<file path="src/rtl/binario_para_bcd_if.sv">
// Handshake and result bundle between a conversion requester and binario_para_bcd.
// The master side requests conversions; the slave side is the converter.
interface binario_para_bcd_if #(
  parameter int WIDTH_IN = 14,
  parameter int DIGITS   = 4
);
  logic                  start;
  logic [WIDTH_IN-1:0]   valor;
  logic                  busy;
  logic                  done;
  logic                  overflow;
  logic [4*DIGITS-1:0]   bcd;

  modport master (
    output start, valor,
    input  busy, done, overflow, bcd
  );

  modport slave (
    input  start, valor,
    output busy, done, overflow, bcd
  );
endinterface

</file>
<file path="src/rtl/binario_para_bcd.sv">
// Sequential double-dabble binary-to-BCD converter, one shift per clock, saturating at 10^DIGITS-1.
// Optional leading-zero blanking for the 7-segment digits: define BINARIO_PARA_BCD_APAGA_ZEROS_EN.
module binario_para_bcd #(
  parameter int WIDTH_IN = 14,
  parameter int DIGITS   = 4
) (
  input  logic              ADC_CLK_10,
  input  logic              clear,
  binario_para_bcd_if.slave bus
);

  localparam int ACC_W = 4 * DIGITS;
  localparam int CNT_W = $clog2(WIDTH_IN + 1);

  function automatic int unsigned max_val_f(input int n);
    int unsigned p;
    p = 1;
    for (int i = 0; i < n; i++) p = p * 10;
    return p - 1;
  endfunction

  localparam int unsigned MAX_VAL  = max_val_f(DIGITS);
  localparam logic [CNT_W-1:0] LAST_STEP = CNT_W'(WIDTH_IN - 1);

  typedef enum logic [1:0] {
    OCIOSO   = 2'd0,
    CONVERTE = 2'd1,
    FIM      = 2'd2
  } estado_t;

  // Add 3 to every nibble that would reach 10 or more after the next doubling.
  function automatic logic [ACC_W-1:0] add3(input logic [ACC_W-1:0] a);
    logic [ACC_W-1:0] r;
    r = a;
    for (int k = 0; k < DIGITS; k++) begin
      if (a[4*k +: 4] >= 4'd5) r[4*k +: 4] = a[4*k +: 4] + 4'd3;
    end
    return r;
  endfunction

  function automatic logic [ACC_W-1:0] saturate(input logic ovf, input logic [ACC_W-1:0] a);
    logic [ACC_W-1:0] r;
    r = a;
    if (ovf) r = {DIGITS{4'h9}};
    return r;
  endfunction

  function automatic logic [ACC_W-1:0] blank_zeros(input logic [ACC_W-1:0] a);
    logic [ACC_W-1:0] r;
    logic             lead;
    r    = a;
    lead = 1'b1;
    for (int k = DIGITS - 1; k >= 1; k--) begin
      if (lead && (a[4*k +: 4] == 4'd0)) r[4*k +: 4] = 4'hF;
      else                               lead = 1'b0;
    end
    return r;
  endfunction

  // Saturation wins over blanking so an overflow always reads as all nines.
  function automatic logic [ACC_W-1:0] finalize(input logic ovf, input logic [ACC_W-1:0] a);
    logic [ACC_W-1:0] r;
`ifdef BINARIO_PARA_BCD_APAGA_ZEROS_EN
    r = ovf ? saturate(1'b1, a) : blank_zeros(a);
`else
    r = saturate(ovf, a);
`endif
    return r;
  endfunction

  function automatic logic exceeds(input logic [WIDTH_IN-1:0] v);
    return 32'(v) > MAX_VAL;
  endfunction

  estado_t             estado;
  logic [WIDTH_IN-1:0] sr;
  logic [ACC_W-1:0]    acc;
  logic [CNT_W-1:0]    cnt;
  logic                ovf_pend;
  logic                busy_r;
  logic                done_r;
  logic                ovf_r;
  logic [ACC_W-1:0]    bcd_r;

  assign bus.busy     = busy_r;
  assign bus.done     = done_r;
  assign bus.overflow = ovf_r;
  assign bus.bcd      = bcd_r;

  always_ff @(posedge ADC_CLK_10) begin
    if (!clear) begin
      estado   <= OCIOSO;
      sr       <= '0;
      acc      <= '0;
      cnt      <= '0;
      ovf_pend <= 1'b0;
      busy_r   <= 1'b0;
      done_r   <= 1'b0;
      ovf_r    <= 1'b0;
      bcd_r    <= '0;
    end else begin
      done_r <= 1'b0;
      case (estado)
        OCIOSO: begin
          if (bus.start) begin
            sr       <= bus.valor;
            acc      <= '0;
            cnt      <= '0;
            ovf_pend <= exceeds(bus.valor);
            busy_r   <= 1'b1;
            estado   <= CONVERTE;
          end
        end
        CONVERTE: begin
          // Adjust then shift; bits leaving the accumulator top only matter on overflow.
          {acc, sr} <= {add3(acc), sr} << 1;
          cnt       <= cnt + 1'b1;
          busy_r    <= 1'b1;
          if (cnt == LAST_STEP) estado <= FIM;
        end
        FIM: begin
          bcd_r  <= finalize(ovf_pend, acc);
          ovf_r  <= ovf_pend;
          done_r <= 1'b1;
          busy_r <= 1'b0;
          if (bus.start) begin
            sr       <= bus.valor;
            acc      <= '0;
            cnt      <= '0;
            ovf_pend <= exceeds(bus.valor);
            estado   <= CONVERTE;
          end else begin
            estado <= OCIOSO;
          end
        end
        default: estado <= OCIOSO;
      endcase
    end
  end

endmodule
</file>
<file path="src/flat_wrapper.sv">
// flat-port wrapper written by rule: the top's interface ports become plain ports
module binario_para_bcd_flat 
#(
  parameter int WIDTH_IN = 14,
  parameter int DIGITS   = 4
)
  (ADC_CLK_10, clear, bus_start, bus_valor, bus_busy, bus_done, bus_overflow, bus_bcd);
  binario_para_bcd_if #(.WIDTH_IN(WIDTH_IN), .DIGITS(DIGITS)) bus_i ();
  input  logic ADC_CLK_10;
  input  logic clear;
  input wire logic [$bits(bus_i.start)-1:0] bus_start;
  input wire logic [$bits(bus_i.valor)-1:0] bus_valor;
  output wire logic [$bits(bus_i.busy)-1:0] bus_busy;
  output wire logic [$bits(bus_i.done)-1:0] bus_done;
  output wire logic [$bits(bus_i.overflow)-1:0] bus_overflow;
  output wire logic [$bits(bus_i.bcd)-1:0] bus_bcd;
  assign bus_i.start = bus_start;
  assign bus_i.valor = bus_valor;
  assign bus_busy = bus_i.busy;
  assign bus_done = bus_i.done;
  assign bus_overflow = bus_i.overflow;
  assign bus_bcd = bus_i.bcd;
  binario_para_bcd #(.WIDTH_IN(WIDTH_IN), .DIGITS(DIGITS)) u_core (.ADC_CLK_10(ADC_CLK_10), .clear(clear), .bus(bus_i));
endmodule
</file>
<file path="config.mk">
export PLATFORM = sky130hd
export DESIGN_NAME = binario_para_bcd_flat
export DESIGN_NICKNAME = d
export VERILOG_FILES = /design/src/rtl/binario_para_bcd_if.sv /design/src/rtl/binario_para_bcd.sv /design/src/flat_wrapper.sv
export SDC_FILE = /design/constraint.sdc
export NUM_CORES = 1
export LEC_CHECK = 0
export ABC_AREA = 0
export BUFFER_PORTS_ARGS = -buffer_cell sky130_fd_sc_hd__buf_2
export CORE_ASPECT_RATIO = 0.7
export CORE_UTILIZATION = 45
export DETAILED_ROUTE_END_ITERATION = 10
export HOLD_SLACK_MARGIN = 0.15
export PLACE_DENSITY = 0.7
export RECOVER_POWER = 100
export REMOVE_ABC_BUFFERS = 1
export SYNTH_ARGS = -nofsm -noshare
export SYNTH_HDL_FRONTEND = slang
export SYNTH_SLANG_ARGS = --single-unit
</file>
<file path="constraint.sdc">
create_clock -name ADC_CLK_10 -period 1.99 [get_ports ADC_CLK_10]
set_input_delay 0.199 -clock ADC_CLK_10 [delete_from_list [all_inputs] [get_ports ADC_CLK_10]]
set_output_delay 0.199 -clock ADC_CLK_10 [all_outputs]
set_load 0.05 [all_outputs]
</file>
; ---- After elaboration in Yosys (flattened, before gate mapping)
; Cells that the tools add are included.
[op_classes]
reduce_logical = 8
add_sub_neg = 5
n_mux = 18
n_eq_ne = 6
n_lt_le_gt_ge = 5
[op_table]
columns = cell, n
row1 = 16-bit two-way mux, 2
row2 = 16-bit one-hot mux with 2 select lines, 1
row3 = 14-bit one-hot mux with 2 select lines, 1
row4 = "4-bit by 3-bit >= comparator with 1-bit output, second input constant", 4
row5 = 4-bit two-way mux, 4
row6 = "14-bit greater-than comparator, second input constant", 1
row7 = 14-bit two-way mux, 1
row8 = "4-bit by 2-bit adder with 4-bit output, second input constant", 3
row9 = 4-bit one-hot mux with 2 select lines, 1
row10 = 2-bit AND reduction, 4
row11 = 2-bit one-hot mux with 3 select lines, 1
row12 = "4-bit by 1-bit adder with 4-bit output, second input constant", 1
row13 = "4-bit equality test, second input constant", 1
row14 = 2-bit two-way mux, 2
row15 = "2-bit by 1-bit inequality test with 1-bit output, second input constant", 2
row16 = "3-bit by 2-bit adder with 3-bit output, second input constant", 1
row17 = 1-bit two-way mux, 3
row18 = 3-bit two-way mux, 1
row19 = 1-bit one-hot mux with 3 select lines, 1
row20 = 3-bit nonzero test, 1
row21 = "2-bit by 1-bit equality test with 1-bit output, second input constant", 1
row22 = "2-bit equality test, second input constant", 1
row23 = 2-bit zero test, 1
row24 = "2-bit inequality test, second input constant", 1
row25 = other kinds (2), 2
[totals]
in_bits = 17
register_bits = 56
output_inout_bits = 19

; ---- Logic depth before layout (Yosys ltp)
[logic_depth]
ltp_word = 4
depth_mapped = 7

; ---- Worst setup path after synthesis
; No wires, ideal clock.
[synth_path]
path_kind = register -> register
from = register u_core.acc[13]
to = register u_core.acc[14]
setup_time_ns = 0.074
path_slack_ns = 0.599
period_less_slack_ns = 1.391
required_time_ns = 1.916
path_stages_with_launch = 7
arrival_time_ns = 1.317
path_cell_list = dfxtp_1 > inv_1 > ha_1 > nand2b_1 > a21oi_1 > mux2_2 > o21ai_0
[synth_via]
elab_chain_len = 3
word_cells_on_any_way = 4
[synth_rtl]
columns = item, line_no
row1 = from (decl), binario_para_bcd.sv:77  ; logic [ACC_W-1:0] acc;
row2 = from (signal assigned), binario_para_bcd.sv:116  ; {acc, sr} <= {add3(acc), sr} << 1;
row3 = 4-bit by 3-bit >= comparator with 1-bit output / 3-bit by 2-bit adder with 3-bit output (equally long branches), binario_para_bcd.sv:36  ; if (a[4*k +: 4] >= 4'd5) r[4*k +: 4] = a[4*k +: 4] + 4'd3;
row4 = 3-bit two-way mux (*), binario_para_bcd.sv:36
row5 = 16-bit one-hot mux with 2 select lines (*), binario_para_bcd.sv:103  ; case (estado)
; Mark *: on every way between the ends. The rest lies on a longest branch, timed or not.
; A chain may end at the register's enable or synchronous reset.

; ---- Worst setup path after layout
[layout_path]
from = register u_core.estado[0]
to = register u_core.bcd_r[5], in the netlist u_core.bus.bcd[5]
[layout_via]
elab_chain_len = 1
[layout_rtl]
columns = item, line_no
row1 = from (decl), binario_para_bcd.sv:75  ; estado_t estado;
row2 = from (signal assigned), binario_para_bcd.sv:92  ; estado <= OCIOSO;
row3 = from (signal assigned), binario_para_bcd.sv:111  ; estado <= CONVERTE;
row4 = from (signal assigned), binario_para_bcd.sv:119  ; if (cnt == LAST_STEP) estado <= FIM;
row5 = 2-bit equality test, binario_para_bcd.sv:103
row6 = to (signal assigned), binario_para_bcd.sv:122  ; bcd_r <= finalize(ovf_pend, acc);
row7 = to (decl), binario_para_bcd.sv:83  ; logic [ACC_W-1:0] bcd_r;
; Every way passes these cells.

==> impl_metrics.env <==
export IMPL_gp_congestion=0.7501
export IMPL_reg2reg_slack_ns=0.31
export IMPL_coreArea_sq_um=5285
export IMPL_synth_main_ff_cell="sky130_fd_sc_hd__dfxtp_1"
export IMPL_route_final_wire_length_um=5017
export IMPL_rows=22
export IMPL_drive_above_1_share=0.1038
export IMPL_yosysTopAreaCellShare=0.4516
export IMPL_first_global_vias=1937
export IMPL_clock_skew_ns=0.007212
export IMPL_clock_path_buffers=2
export IMPL_grt_start_max_net_pins=31
export IMPL_timing_fmax_ghz=0.5940
export IMPL_initial_utilization=0.4697
export IMPL_finalNetCount=344
export IMPL_routed_via_density=5.203
export IMPL_wire_length_of_the_first_global_routing_pass_um=8756
export IMPL_ir_drop_uv=286.1
export IMPL_synth_sequential_area_ratio=0.4516
export IMPL_final_min_period_over_clock_period=0.8460
export IMPL_route_detailed_wl_per_inst_um=12.86
export IMPL_port_buffers=35
export IMPL_p_total_uw=1990
export IMPL_detail_route_iter0_violations=85
export IMPL_global_route_overflow_total=0
export IMPL_worst_path_max_fanout=22
export IMPL_detail_route_first_pass_iterations=4
export IMPL_tns_ns=0
export IMPL_synth_area_top_cells="sky130_fd_sc_hd__dfxtp_1 45%, sky130_fd_sc_hd__ha_1 5.0%, sky130_fd_sc_hd__a21oi_1 4.8%"
export IMPL_worst_ep_arrival_time_ns=1.92
export IMPL_power_density_nw_per_um2=722.8
export IMPL_die_width_um=90.77
export IMPL_max_cap_violations=0
export IMPL_cts_inserted_buffers=5
export IMPL_static_leakage_power_uw=0.001011
export IMPL_synth_async_sr_flop_share=0
export IMPL_clk_root_buffer_cell="sky130_fd_sc_hd__clkbuf_8"
export IMPL_end_kind="flip-flop"
export IMPL_remaining_drc_errors=0
export IMPL_worst_setup_path_type="reg -> reg"
export IMPL_cts_setup_buffers=0
export IMPL_final_max_slew_viol_count=0
export IMPL_clock_h_tree_levels=2
export IMPL_synth_ff_latch_count=56
export IMPL_mostFrequentLayoutCell="sky130_fd_sc_hd__dfxtp_1"
export IMPL_antenna_found_initial=0
export IMPL_groute_usage_overall=0.1859
export IMPL_placedInstanceArea_sq_um=2701
export IMPL_worst_skew_late_latency_ns=0.31
export IMPL_cts_sinks=56
export IMPL_crit_path_start_kind="flip-flop"
export IMPL_yosysUniqueCellTypes=36
export IMPL_ios=36
export IMPL_r2r_start="u_core.estado[0]"
export IMPL_place_hpwl_um=3506
export IMPL_post_cts_resized=0
export IMPL_number_of_flops_mapped_to_enable_cells_by_yosys=0
export IMPL_ff2ff_path_depth=3
export IMPL_synth_cells=284
export IMPL_worstMarginPinSlew_ns=0.8929
export IMPL_cp_slowest_stage_delay_ns=0.58
export IMPL_height_of_the_die_um=64.14
export IMPL_layout_cell_area_non_filler_sq_um=2754
export IMPL_finalHoldViolCount=0
export IMPL_critPathSlowestCell="sky130_fd_sc_hd__nand2b_1"
export IMPL_hold_path_class="in -> reg"
export IMPL_finalSetupViolations=0
export IMPL_layout_filler_cells=525
export IMPL_grt_setup_unrepaired="false"
export IMPL_mostFrequentLayoutCells="56 x sky130_fd_sc_hd__dfxtp_1, 33 x sky130_fd_sc_hd__nor2_1, 24 x sky130_fd_sc_hd__a21oi_1, 22 x sky130_fd_sc_hd__nor3_1, 21 x sky130_fd_sc_hd__nand2_1"
export IMPL_post_synth_cell_area_avg_sq_um=8.741
export IMPL_yosys_warnings=0
export IMPL_design_die_area_sq_um=5822
export IMPL_timing_rr_end="u_core.bus.bcd[5]"
export IMPL_timing_critical_path_cells="nand2b_1, or3_1, a21oi_1"
export IMPL_timing_hold_worst_endpoint="u_core.sr[0]"
export IMPL_min_period_ns=1.683
export IMPL_relSlewSlack=0.4048
export IMPL_insertedDiodeCount=0
export IMPL_synth_cell_area_sq_um=2482
export IMPL_hold_path_depth=3
export IMPL_dp_cells=381
export IMPL_tritoncts="yes"
export IMPL_postRouteAntennaNets=0
export IMPL_finish_cell_count_without_fillers=390
export IMPL_run_status="finished clean"
export IMPL_synth_top_area_cell="sky130_fd_sc_hd__dfxtp_1"
export IMPL_cts_clk_slew_worst_paths_ns=0.10
export IMPL_required_ns=2.23
export IMPL_hold_start="bus_valor[0]"
export IMPL_flow_area_growth_from_synthesis_pct=10.94
export IMPL_routed_via_count=2029
==> worst max path at each step <==
stage / slack, ns / startpoint / end / depth (start not counted)
2_1_floorplan: 0.11 / u_core.estado[0] / u_core.acc[10] / 3
3_3_place_gp: 0.53 / u_core.acc[12] / u_core.acc[14] / 6
3_5_place_dp: 0.44 / u_core.estado[0] / u_core.sr[7] / 4
4_1_cts: 0.42 / u_core.estado[0] / u_core.sr[7] / 4
5_1_grt: 0.18 / u_core.estado[0] / u_core.bus.bcd[5] / 3
6_report: 0.31 / u_core.estado[0] / u_core.bus.bcd[5] / 3
==> state kept, by name (all words and copies together), names as in the netlist <==
register             count
u_core.bus.done          1
u_core.bus.overflow      1
u_core.ovf_pend          1
u_core.acc              16
u_core.sr               14
u_core.bus.busy          1
u_core.cnt               4
u_core.bus.bcd          16
u_core.estado            2
==> cells in the mapped netlist, types with 5 or more instances <==
| library cell | count |
|---|---|
| sky130_fd_sc_hd__o21ai_0 | 14 |
| sky130_fd_sc_hd__a211oi_1 | 12 |
| sky130_fd_sc_hd__dfxtp_1 | 56 |
| sky130_fd_sc_hd__nor3_1 | 22 |
| sky130_fd_sc_hd__nand2b_1 | 9 |
| sky130_fd_sc_hd__ha_1 | 10 |
| sky130_fd_sc_hd__inv_1 | 9 |
| sky130_fd_sc_hd__a21oi_1 | 24 |
| sky130_fd_sc_hd__nand2_1 | 20 |
| sky130_fd_sc_hd__buf_2 | 7 |
| sky130_fd_sc_hd__clkbuf_1 | 5 |
| sky130_fd_sc_hd__nand3_1 | 8 |
| sky130_fd_sc_hd__nand3b_1 | 5 |
| sky130_fd_sc_hd__nor2_1 | 32 |
| sky130_fd_sc_hd__mux2i_1 | 12 |
==> cell type report <==
type	count	area [sq um]	area share
timing repair buffer	42	202.7	0.07360
inverter	10	37.54	0.01363
multi-input combinational	202	1215	0.4412
clock buffer	5	68.82	0.02499
tap	72	90.09	0.03271
clock inverter	3	18.77	0.006815
sequential	56	1121	0.4071
==> through the flow <==
step	hold WS [ns]	utilization	setup slack (ns)
floorplan	0.3165	-	0.1051
global route	0.1694	0.5211	0.1808
detailed placement	0.4437	0.5111	0.4418
finish	0.1602	0.5211	0.3065
CTS	0.1606	0.5296	0.4223
global placement	0.4376	0.5111	0.5275
==> power by group <==
| part | switching, uW | internal (uW) |
|---|---|---|
| Sequential | 29.6 | 1160 |
| Clock | 368 | 246 |
| Combinational | 116 | 71.7 |
==> what timing repair did <==
action / 4_1_cts / 5_1_grt
hold buffers: 1 / 0
setup endpoints to repair: 0 / 0
hold endpoints to repair: 1 / 0
==> cell families (layout without fill, tap and decap cells) <==
family                     count (synthesis)  count (layout)  synth area share
and+or+nand+nor                          112             112            0.2238
AOI/OAI and AO/OA                         60              60            0.1447
DFF                                       56              56            0.4516
buffers and inverters                     26              60           0.05191
muxes                                     13              13           0.05292
adders and majority gates                 10              10           0.05040
xor gates and xnor gates                   7               7           0.02470
==> metal layers <==
| layer | vias up | track usage | part of all wire |
|---|---|---|---|
| li1 | 1048 | - | - |
| met1 | 948 | 0.2509 | 0.52 |
| met3 | 4 | 0.04643 | 0.032 |
| met2 | 29 | 0.3011 | 0.44 |
| met5 | - | 0 | 0 |
| met4 | 0 | 0.04167 | 0.0074 |
==> critical path, delay by kind of cell (launching register included) <==
| kind | cells | cell delay [ns] |
|---|---|---|
| and+or+nand+nor | 2 | 1.09 |
| DFF | 1 | 0.38 |
| AOI/OAI and AO/OA | 1 | 0.14 |
No activity file was read; power rests on OpenSTA's default activity.
